### src/rtl/life_pass_ctrl_if.sv
`default_nettype none
// ============================================================================
//  Module   : life_pass_ctrl_if
//  Purpose  : Memory/shift control port between the pass sequencer and the
//             linear life engine (read/write addresses, strobes).
//  Revision : 1.0  initial release
// ============================================================================
interface life_pass_ctrl_if #(
  parameter int DBITS = 8
);
  logic [DBITS-1:0] raddr;
  logic [DBITS-1:0] waddr;
  logic             we;
  logic             sh;
  logic             ld;
  logic             init;

  modport master (output raddr, waddr, we, sh, ld, init);
  modport slave  (input  raddr, waddr, we, sh, ld, init);
endinterface
`default_nettype wire

### src/rtl/life_pass_ctrl.sv
`default_nettype none
// ============================================================================
//  Module   : life_pass_ctrl
//  Purpose  : Pass sequencer for the linear life engine. Streams one image
//             pass from the current bank through the engine, writes results
//             into the opposite bank, and arbitrates the engine read port
//             between pass reads, video row loads and host init writes.
//  Options  : LIFE_GEN_CNT_EN - enables the 32-bit generation counter.
//  Revision : 1.0  initial release
// ============================================================================
module life_pass_ctrl #(
  parameter int DBITS = 8,
  parameter int ROWS  = 128,
  parameter int GENS  = 1,
  parameter int WLAT  = 4
) (
  input  wire              clk,
  input  wire              reset,
  input  wire              start,
  input  wire              run,
  output logic             busy,
  output logic             done,
  output logic             bank,
  input  wire              vid_req,
  input  wire  [DBITS-2:0] vid_row,
  output logic             vid_ack,
  output logic             vid_valid,
  input  wire              init_req,
  input  wire  [DBITS-2:0] init_row,
  output logic             init_ack,
  output logic [31:0]      gen_count,
  life_pass_ctrl_if.master eng
);

  localparam int RW   = DBITS - 1;
  localparam int LAST = ROWS + 2 * GENS - 1;
  localparam int SW   = $clog2(LAST + 1) + 1;
  localparam int DW   = (WLAT > 1) ? $clog2(WLAT) : 1;

  typedef enum logic [1:0] {
    S_IDLE  = 2'd0,
    S_RUN   = 2'd1,
    S_DRAIN = 2'd2
  } state_t;

  state_t            state;
  state_t            state_nxt;
  logic [SW-1:0]     seq;
  logic [DW-1:0]     drain_cnt;
  logic              vid_won_prev;
  logic [2:0]        ld_pipe;
  logic [WLAT-1:0]   wp_valid;
  logic [RW-1:0]     wp_row [WLAT];

  logic              issue_ld;
  logic              issue_sh;
  logic              issue_init;
  logic              drain_end;
  logic [RW-1:0]     rd_row;
  logic [RW-1:0]     wr_row;
  logic              wr_ent;

  // Row arithmetic is modulo ROWS, so only the low RW bits of the index matter.
  assign rd_row = RW'(seq) + RW'(ROWS - GENS);
  assign wr_row = RW'(seq) - RW'(2 * GENS);
  assign wr_ent = issue_sh && (seq >= SW'(2 * GENS));

  // State register.
  always_ff @(posedge clk or negedge reset) begin
    if (!reset) state <= S_IDLE;
    else        state <= state_nxt;
  end

  // Next state and read-port arbitration; everything idles while reset is low.
  always_comb begin
    state_nxt  = state;
    issue_ld   = 1'b0;
    issue_sh   = 1'b0;
    issue_init = 1'b0;
    drain_end  = 1'b0;
    if (reset) begin
      case (state)
        S_IDLE: begin
          if (init_req) begin
            issue_init = 1'b1;
          end else begin
            issue_ld = vid_req;
            if (start || run) state_nxt = S_RUN;
          end
        end
        S_RUN: begin
          // Video yields after a win so the pass advances at least every other cycle.
          if (vid_req && !vid_won_prev) begin
            issue_ld = 1'b1;
          end else begin
            issue_sh = 1'b1;
            if (seq == SW'(LAST)) state_nxt = S_DRAIN;
          end
        end
        S_DRAIN: begin
          issue_ld = vid_req;
          if (drain_cnt == DW'(WLAT - 1)) begin
            drain_end = 1'b1;
            state_nxt = run ? S_RUN : S_IDLE;
          end
        end
        default: state_nxt = S_IDLE;
      endcase
    end
  end

  // Engine port drive: reads from bank, pass writes to ~bank, init writes to bank.
  always_comb begin
    eng.sh    = issue_sh;
    eng.ld    = issue_ld;
    eng.init  = issue_init;
    eng.we    = issue_init | wp_valid[WLAT-1];
    eng.raddr = '0;
    eng.waddr = '0;
    if (issue_ld)      eng.raddr = {bank, vid_row};
    else if (issue_sh) eng.raddr = {bank, rd_row};
    if (issue_init)              eng.waddr = {bank, init_row};
    else if (wp_valid[WLAT-1])   eng.waddr = {~bank, wp_row[WLAT-1]};
  end

  assign busy      = (state != S_IDLE);
  assign vid_ack   = issue_ld;
  assign init_ack  = issue_init;
  assign vid_valid = ld_pipe[2];

  // Pass sequence index and drain timer; both restart whenever their state is left.
  always_ff @(posedge clk or negedge reset) begin
    if (!reset) begin
      seq       <= '0;
      drain_cnt <= '0;
    end else begin
      if (state != S_RUN) seq <= '0;
      else if (issue_sh)  seq <= seq + SW'(1);
      if (state != S_DRAIN) drain_cnt <= '0;
      else                  drain_cnt <= drain_cnt + DW'(1);
    end
  end

  // Bank flip and done pulse at the end of drain, when the last write has landed.
  always_ff @(posedge clk or negedge reset) begin
    if (!reset) begin
      bank <= 1'b0;
      done <= 1'b0;
    end else begin
      done <= drain_end;
      if (drain_end) bank <= ~bank;
    end
  end

  // Video bookkeeping: fairness flag and the 3-cycle engine output latency.
  always_ff @(posedge clk or negedge reset) begin
    if (!reset) begin
      vid_won_prev <= 1'b0;
      ld_pipe      <= '0;
    end else begin
      vid_won_prev <= issue_ld;
      ld_pipe      <= {ld_pipe[1:0], issue_ld};
    end
  end

  // Write pipeline: advances every cycle so video stalls only insert bubbles.
  always_ff @(posedge clk or negedge reset) begin
    if (!reset) begin
      wp_valid <= '0;
      for (int i = 0; i < WLAT; i++) wp_row[i] <= '0;
    end else begin
      wp_valid[0] <= wr_ent;
      wp_row[0]   <= wr_row;
      for (int i = 1; i < WLAT; i++) begin
        wp_valid[i] <= wp_valid[i-1];
        wp_row[i]   <= wp_row[i-1];
      end
    end
  end

`ifdef LIFE_GEN_CNT_EN
  // Generation counter, updated together with the done pulse.
  always_ff @(posedge clk or negedge reset) begin
    if (!reset)         gen_count <= '0;
    else if (drain_end) gen_count <= gen_count + 32'(GENS);
  end
`else
  assign gen_count = '0;
`endif

endmodule
`default_nettype wire

### src/flat_wrapper.sv
// flat-port wrapper written by rule: the top's interface ports become plain ports
module life_pass_ctrl_flat 
#(
  parameter int DBITS = 8,
  parameter int ROWS  = 128,
  parameter int GENS  = 1,
  parameter int WLAT  = 4
)
  (clk, reset, start, run, busy, done, bank, vid_req, vid_row, vid_ack, vid_valid, init_req, init_row, init_ack, gen_count, eng_raddr, eng_waddr, eng_we, eng_sh, eng_ld, eng_init);
  life_pass_ctrl_if #(.DBITS(DBITS)) eng_i ();
  input  wire clk;
  input  wire reset;
  input  wire start;
  input  wire run;
  output logic busy;
  output logic done;
  output logic bank;
  input  wire vid_req;
  input  wire  [DBITS-2:0] vid_row;
  output logic vid_ack;
  output logic vid_valid;
  input  wire init_req;
  input  wire  [DBITS-2:0] init_row;
  output logic init_ack;
  output logic [31:0] gen_count;
  output wire logic [$bits(eng_i.raddr)-1:0] eng_raddr;
  output wire logic [$bits(eng_i.waddr)-1:0] eng_waddr;
  output wire logic [$bits(eng_i.we)-1:0] eng_we;
  output wire logic [$bits(eng_i.sh)-1:0] eng_sh;
  output wire logic [$bits(eng_i.ld)-1:0] eng_ld;
  output wire logic [$bits(eng_i.init)-1:0] eng_init;
  assign eng_raddr = eng_i.raddr;
  assign eng_waddr = eng_i.waddr;
  assign eng_we = eng_i.we;
  assign eng_sh = eng_i.sh;
  assign eng_ld = eng_i.ld;
  assign eng_init = eng_i.init;
  life_pass_ctrl #(.DBITS(DBITS), .ROWS(ROWS), .GENS(GENS), .WLAT(WLAT)) u_core (.clk(clk), .reset(reset), .start(start), .run(run), .busy(busy), .done(done), .bank(bank), .vid_req(vid_req), .vid_row(vid_row), .vid_ack(vid_ack), .vid_valid(vid_valid), .init_req(init_req), .init_row(init_row), .init_ack(init_ack), .gen_count(gen_count), .eng(eng_i));
endmodule
### config.mk
export PLATFORM = sky130hd
export DESIGN_NAME = life_pass_ctrl_flat
export DESIGN_NICKNAME = d
export VERILOG_FILES = /design/src/rtl/life_pass_ctrl_if.sv /design/src/rtl/life_pass_ctrl.sv /design/src/flat_wrapper.sv
export SDC_FILE = /design/constraint.sdc
export NUM_CORES = 1
export LEC_CHECK = 0
export ABC_AREA = 1
export CORE_MARGIN = 2
export CORE_UTILIZATION = 25
export CTS_BUF_LIST = sky130_fd_sc_hd__clkbuf_16
export DETAILED_ROUTE_END_ITERATION = 12
export PLACE_DENSITY = 0.57
export SETUP_SLACK_MARGIN = 0.4
export SLEW_MARGIN = 30
export SYNTH_ARGS = -nofsm -noshare
export SYNTH_HDL_FRONTEND = slang
export SYNTH_SLANG_ARGS = --single-unit
### constraint.sdc
create_clock -name clk -period 1.3 [get_ports clk]
set_clock_uncertainty 0.15 [all_clocks]
set_input_delay 0.13 -clock clk [delete_from_list [all_inputs] [get_ports clk]]
set_output_delay 0.13 -clock clk [all_outputs]
set_load 0.02 [all_outputs]
# After elaboration in Yosys (flattened, before gate mapping)
# Index checks and enable logic that the tools add are counted.
op_classes:
  n_reduce_logical: 8
  n_addsub: 4
  eq_ne: 11
  n_lt_le_gt_ge: 1
  mux: 27
  bitwise: 2
ops:
  columns: ["cell", "count"]
  rows:
  - ["$mux W8", 4]
  - ["$mux W9", 2]
  - ["$mux W1", 13]
  - ["$mux W2", 6]
  - ["$add A9 B1 Y9 const B", 1]
  - ["$eq A9 B8 Y1 const B", 1]
  - ["$ge A9 B2 Y1 const B", 1]
  - ["$ne A2 B1 Y1 const B", 4]
  - ["$add A7 B7 Y7 const B", 1]
  - ["$sub A7 B2 Y7 const B", 1]
  - ["$ne A2 B2 Y1 const B", 3]
  - ["$pmux W2 S3", 1]
  - ["$reduce_and A6 Y1", 1]
  - ["$eq A2 B2 Y1 const B", 2]
  - ["$reduce_bool A2 Y1", 2]
  - ["$pmux W1 S3", 1]
  - ["$add A2 B1 Y2 const B", 1]
  - ["$eq A2 B1 Y1 const B", 1]
  - ["$logic_and A1 B1 Y1", 2]
  - ["$logic_not A2 Y1", 1]
  - ["$logic_not A1 Y1", 1]
  - ["$logic_or A1 B1 Y1", 1]
  - ["$not A1 Y1", 1]
  - ["$or A1 B1 Y1", 1]
totals:
  inputBits: 20
  reg_bits: 51
  out_inout_bits: 58

# Longest topological paths before layout
depth:
  ltp_word: 7
  ltp_mapped: 9
  mapped_depth_nobuf: 9

# Worst setup path after synthesis
# Ideal clock, no wire load.
synth_timing:
  path_type: "register to output"
  startpoint: "register u_core.seq[1]"
  endpoint: "output eng_raddr[5]"
  path_buffers: 0
  required_time_ns: 1.020
  path_slack_ns: -0.248
  t_arrival_ns: 1.268
  path_stages_with_launch: 7
  cell_sequence: "dfrtp_1 inv_1 ha_1 nand3_1 o21ai_0 nand3_1 nand2_1"
synth_between:
  elab_chain_len: 3
synth_rtl:
  columns: ["element", "line", "text"]
  rows:
  - ["start: declaration", "life_pass_ctrl.sv:48", "logic [SW-1:0] seq;"]
  - ["start signal: assignment", "life_pass_ctrl.sv:138", "else if (issue_sh) seq <= seq + SW'(1);"]
  - ["$add A7 B7 Y7", "life_pass_ctrl.sv:64", "assign rd_row = RW'(seq) + RW'(ROWS - GENS);"]
  - ["$mux W8", "life_pass_ctrl.sv:121", "else if (issue_sh) eng.raddr = {bank, rd_row};"]
  - ["$mux W8", "life_pass_ctrl.sv:120", "if (issue_ld) eng.raddr = {bank, vid_row};"]
  - ["end: declaration", "flat_wrapper.sv:26", "output wire logic [$bits(eng_i.raddr)-1:0] eng_raddr;"]
# No other way between the ends.

# Worst setup path in the final report
layout_timing:
  startpoint: "register u_core.state[1]"
  endpoint: "output eng_raddr[7]"
layout_between:
  elab_chain_len: 5
  word_cells_on_any_way: 9
  classes_between: "eq/ne (2); mux (6); reduce/logical (1)"
layout_rtl:
  columns: ["element", "line", "text"]
  rows:
  - ["start: declaration", "life_pass_ctrl.sv:46", "state_t state;"]
  - ["start signal: assignment", "life_pass_ctrl.sv:71", "else state <= state_nxt;"]
  - ["$eq A2 B1 Y1", "life_pass_ctrl.sv:82", "case (state)"]
  - ["$mux W1", "life_pass_ctrl.sv:82", null]
  - ["$mux W1", "life_pass_ctrl.sv:81", "if (reset) begin"]
  - ["$mux W8", "life_pass_ctrl.sv:121", null]
  - ["$mux W8 (*)", "life_pass_ctrl.sv:120", null]
# Every way passes the cells marked *; elsewhere a longest branch is shown, timed or not.

==> results.tsv <==
metric	value	unit
status	finished with violations	
failing checks	hold timing, setup timing	
RSZ-0062 raised after global routing	true	
Vias/cell	4.01	
flops & latches, synth	50	
Unique masters post-synth	28	
most frequent cell after synthesis	nand2_1	
Antenna Nets Post-Route	0	
DRC	0	
Critical Path AT	1.57	ns
die height	103	um
Layout area overhead	74.6	%
number of synthesized flops with an enable pin	0	
wire length per cell	11.3	um
transition time of the tightest slew-check pin	0.562	ns
IO Pins	78	
CP Capture Type	primary output	
average size of a mapped cell	8.92	sq um
worst hold path class	input port to asynchronous set/reset pin	
clk sinks	50	
Critical Path Start Type	flop	
worst-case clock buffer depth	2	
clk root buf	clkbuf_16	
fraction of layout cells with a size suffix above 1	52.0	%
core area	9680	sq um
TritonRoute pass-1 iters	4	
die width	103	um
first-pass GRT wire length	9.41	mm
number of H-tree levels	2	
hold_ws	-0.0476	ns
max incr delay on CP	0.43	ns
HPWL Detailed	4.05	mm
Power per Cell Area	1380	nW/um^2
Final Max Slew Viols	0	
num rows	36	
initial antenna violation count	0	
worst path cell trace	inv_2 > nand2_4 > o21ai_4 > nand2_4 > buf_6 > a21boi_2 > buf_6	
pin count of the biggest net entering global routing	45	
largest fanout on the critical path	4	
CP max stage cell	dfrtp_1	
sequential share of the synthesized area	50.8	%
Post-Syn Instances	276	
CTS Buf Count	5	
Port Buf Inserts	45	
GRT Total Usage	11.4	%
dominant cell type by area after synthesis	dfrtp_1	
Critical Path RT	1.02	ns
via count of the routed design	2135	
VDD IR-drop max	0.692	mV
Die ar.	10700	sq um
TNS Setup	-12.81	ns
Yosys Warn Count	0	
max_slew headroom	62.5	%
Diodes inserted	0	
final worst slack	-0.545	ns
CTS tree	done	
final hold vios	44	
top cells by count, synth	nand2_1 (64), dfrtp_1 (50), buf_4 (34), inv_1 (28), nand3_1 (22)	
RD Place Congestion	0.867	
Lkg Pwr	2.10	nW
Initial Util	25.4	%
Iteration-0 DRC Markers	45	
# fillers	901	
final core occ	44.4	%
Max-Cap Viols	0	
fmax	542	MHz
CTS clk-pin slew, worst paths	0.07	ns
post-synth top area share	50.8	%
CP Class	flop to primary output	
async set or reset register ratio after synthesis	100	%
gr ovfl total	0	
Total Routed Length	6.00	mm
dominant synthesized flop cell	dfrtp_1	
Post-Syn Area	2460	sq um
number of global-route vias before repair	2049	
Clk Latency, worst-skew pair	0.28	ns
Final Critical Period	1.85	ns
# nets final	427	
synth top area cells	dfrtp_1 (51%), buf_4 (10%), nand2_1 (9.8%)	
Tcrit/Tclk final	142	%
final setup fails	38	
worst max-delay path: cells and delay by family (launching register included):
family / cells / cell delay, ns
AO/OA/AOI/OAI: 2 / 0.27
buffers and inverters: 3 / 0.38
flip-flops: 1 / 0.43
AND/OR/NAND/NOR: 2 / 0.20
logic make-up (layout without fill, tap and decap cells):
kind of cell               count (synthesis)  count (layout)  share of synthesized area (%)
AOI/OAI and AO/OA                         28              28                           7.27
xor gates and xnor gates                   4               4                           1.42
adders and majority gates                  8               8                           4.07
buffers and inverters                     70             163                           16.5
DFF                                       50              50                           50.8
other                                      1              32                          0.152
and+or+nand+nor                          115             115                           19.8
timing repair:
item / CTS / global route
resized for setup: 213 / 48
setup buffers: 22 / 13
cloned: 1 / 0
hold buffers: 1 / 0
endpoints found under the hold margin: 50 / 0
endpoints found under the setup margin: 48 / 55
pin swaps: 17 / 18
through the flow:
| stage | std cells | worst slack, ns | instance area [sq um] | total power [mW] |
|---|---|---|---|---|
| finish | 533 | -0.545 | 4300 | 5.95 |
| global route | 533 | -0.621 | 4300 | 6.29 |
| CTS | 520 | -0.547 | 4030 | 5.61 |
| detailed placement | 488 | -0.910 | 3460 | 3.79 |
| global placement | 488 | -0.846 | 3460 | 3.76 |
| floorplan | 307 | -0.0965 | 2820 | 3.10 |
cell usage in the layout (no fill, tap or decap), types with 8 or more instances in the layout:
| master | Yosys | routed |
|---|---|---|
| buf_6 | 2 | 55 |
| dfrtp_1 | 50 | 48 |
| buf_4 | 34 | 43 |
| nand2_1 | 64 | 32 |
| conb_1 | 1 | 32 |
| clkdlybuf4s50_1 | 0 | 18 |
| nand2_4 | 0 | 17 |
| nand2_2 | 2 | 17 |
| inv_1 | 28 | 15 |
| nand3_1 | 22 | 13 |
| nor2_1 | 19 | 13 |
| inv_2 | 6 | 12 |
| nand3_2 | 0 | 8 |
routing by layer:
metal  wire [um]  GRT usage (%)
met5           0              0
met4         112           4.25
met3         222           2.02
met2        3190           20.4
met1        2480           13.6
final timing paths:
path                                               from                            to  slack, ns  cells after the start
max in group asynchronous                         reset   u_core.wp_row[16]$_DFF_PN0_       0.65                      2
max                         u_core.state[1]$_DFFE_PN0P_                  eng_raddr[7]      -0.55                      7
min in group clk                                  reset   u_core.ld_pipe[0]$_DFF_PN0_       0.13                      3
min                                               reset   u_core.ld_pipe[1]$_DFF_PN0_      -0.05                      2
min reg2reg                u_core.wp_valid[2]$_DFF_PN0_  u_core.wp_valid[3]$_DFF_PN0_       0.20                      0
max reg2reg                 u_core.ld_pipe[0]$_DFF_PN0_     u_core.seq[3]$_DFFE_PN0P_      -0.31                     10
registers in the layout (all words and copies together), names as in the netlist:
| signal | count |
|---|---|
| u_core.wp_valid | 4 |
| u_core.state | 2 |
| u_core.bank | 1 |
| u_core.done | 1 |
| u_core.ld_pipe | 3 |
| u_core.seq | 9 |
| u_core.drain_cnt | 2 |
| u_core.wp_row | 28 |
cell type report:
type	instances	area (sq um)	share of cell area [%]
Multi-Input combinational cell	187	1380	32.0
Sequential cell	50	1250	29.2
Timing Repair Buffer	120	1170	27.3
Tap cell	133	166	3.87
Inverter	34	165	3.84
Clock buffer	5	125	2.91
Clock inverter	3	28.8	0.669
Timing Repair inverter	1	11.3	0.262
power breakdown:
group	leakage (nW)	switching (mW)	internal, mW
Sequential	0.565	0.127	1.73
Clock	0.0759	0.573	0.733
Combinational	1.46	1.42	1.36
Total	2.10	2.12	3.83
(Power assumes the default switching activity.)
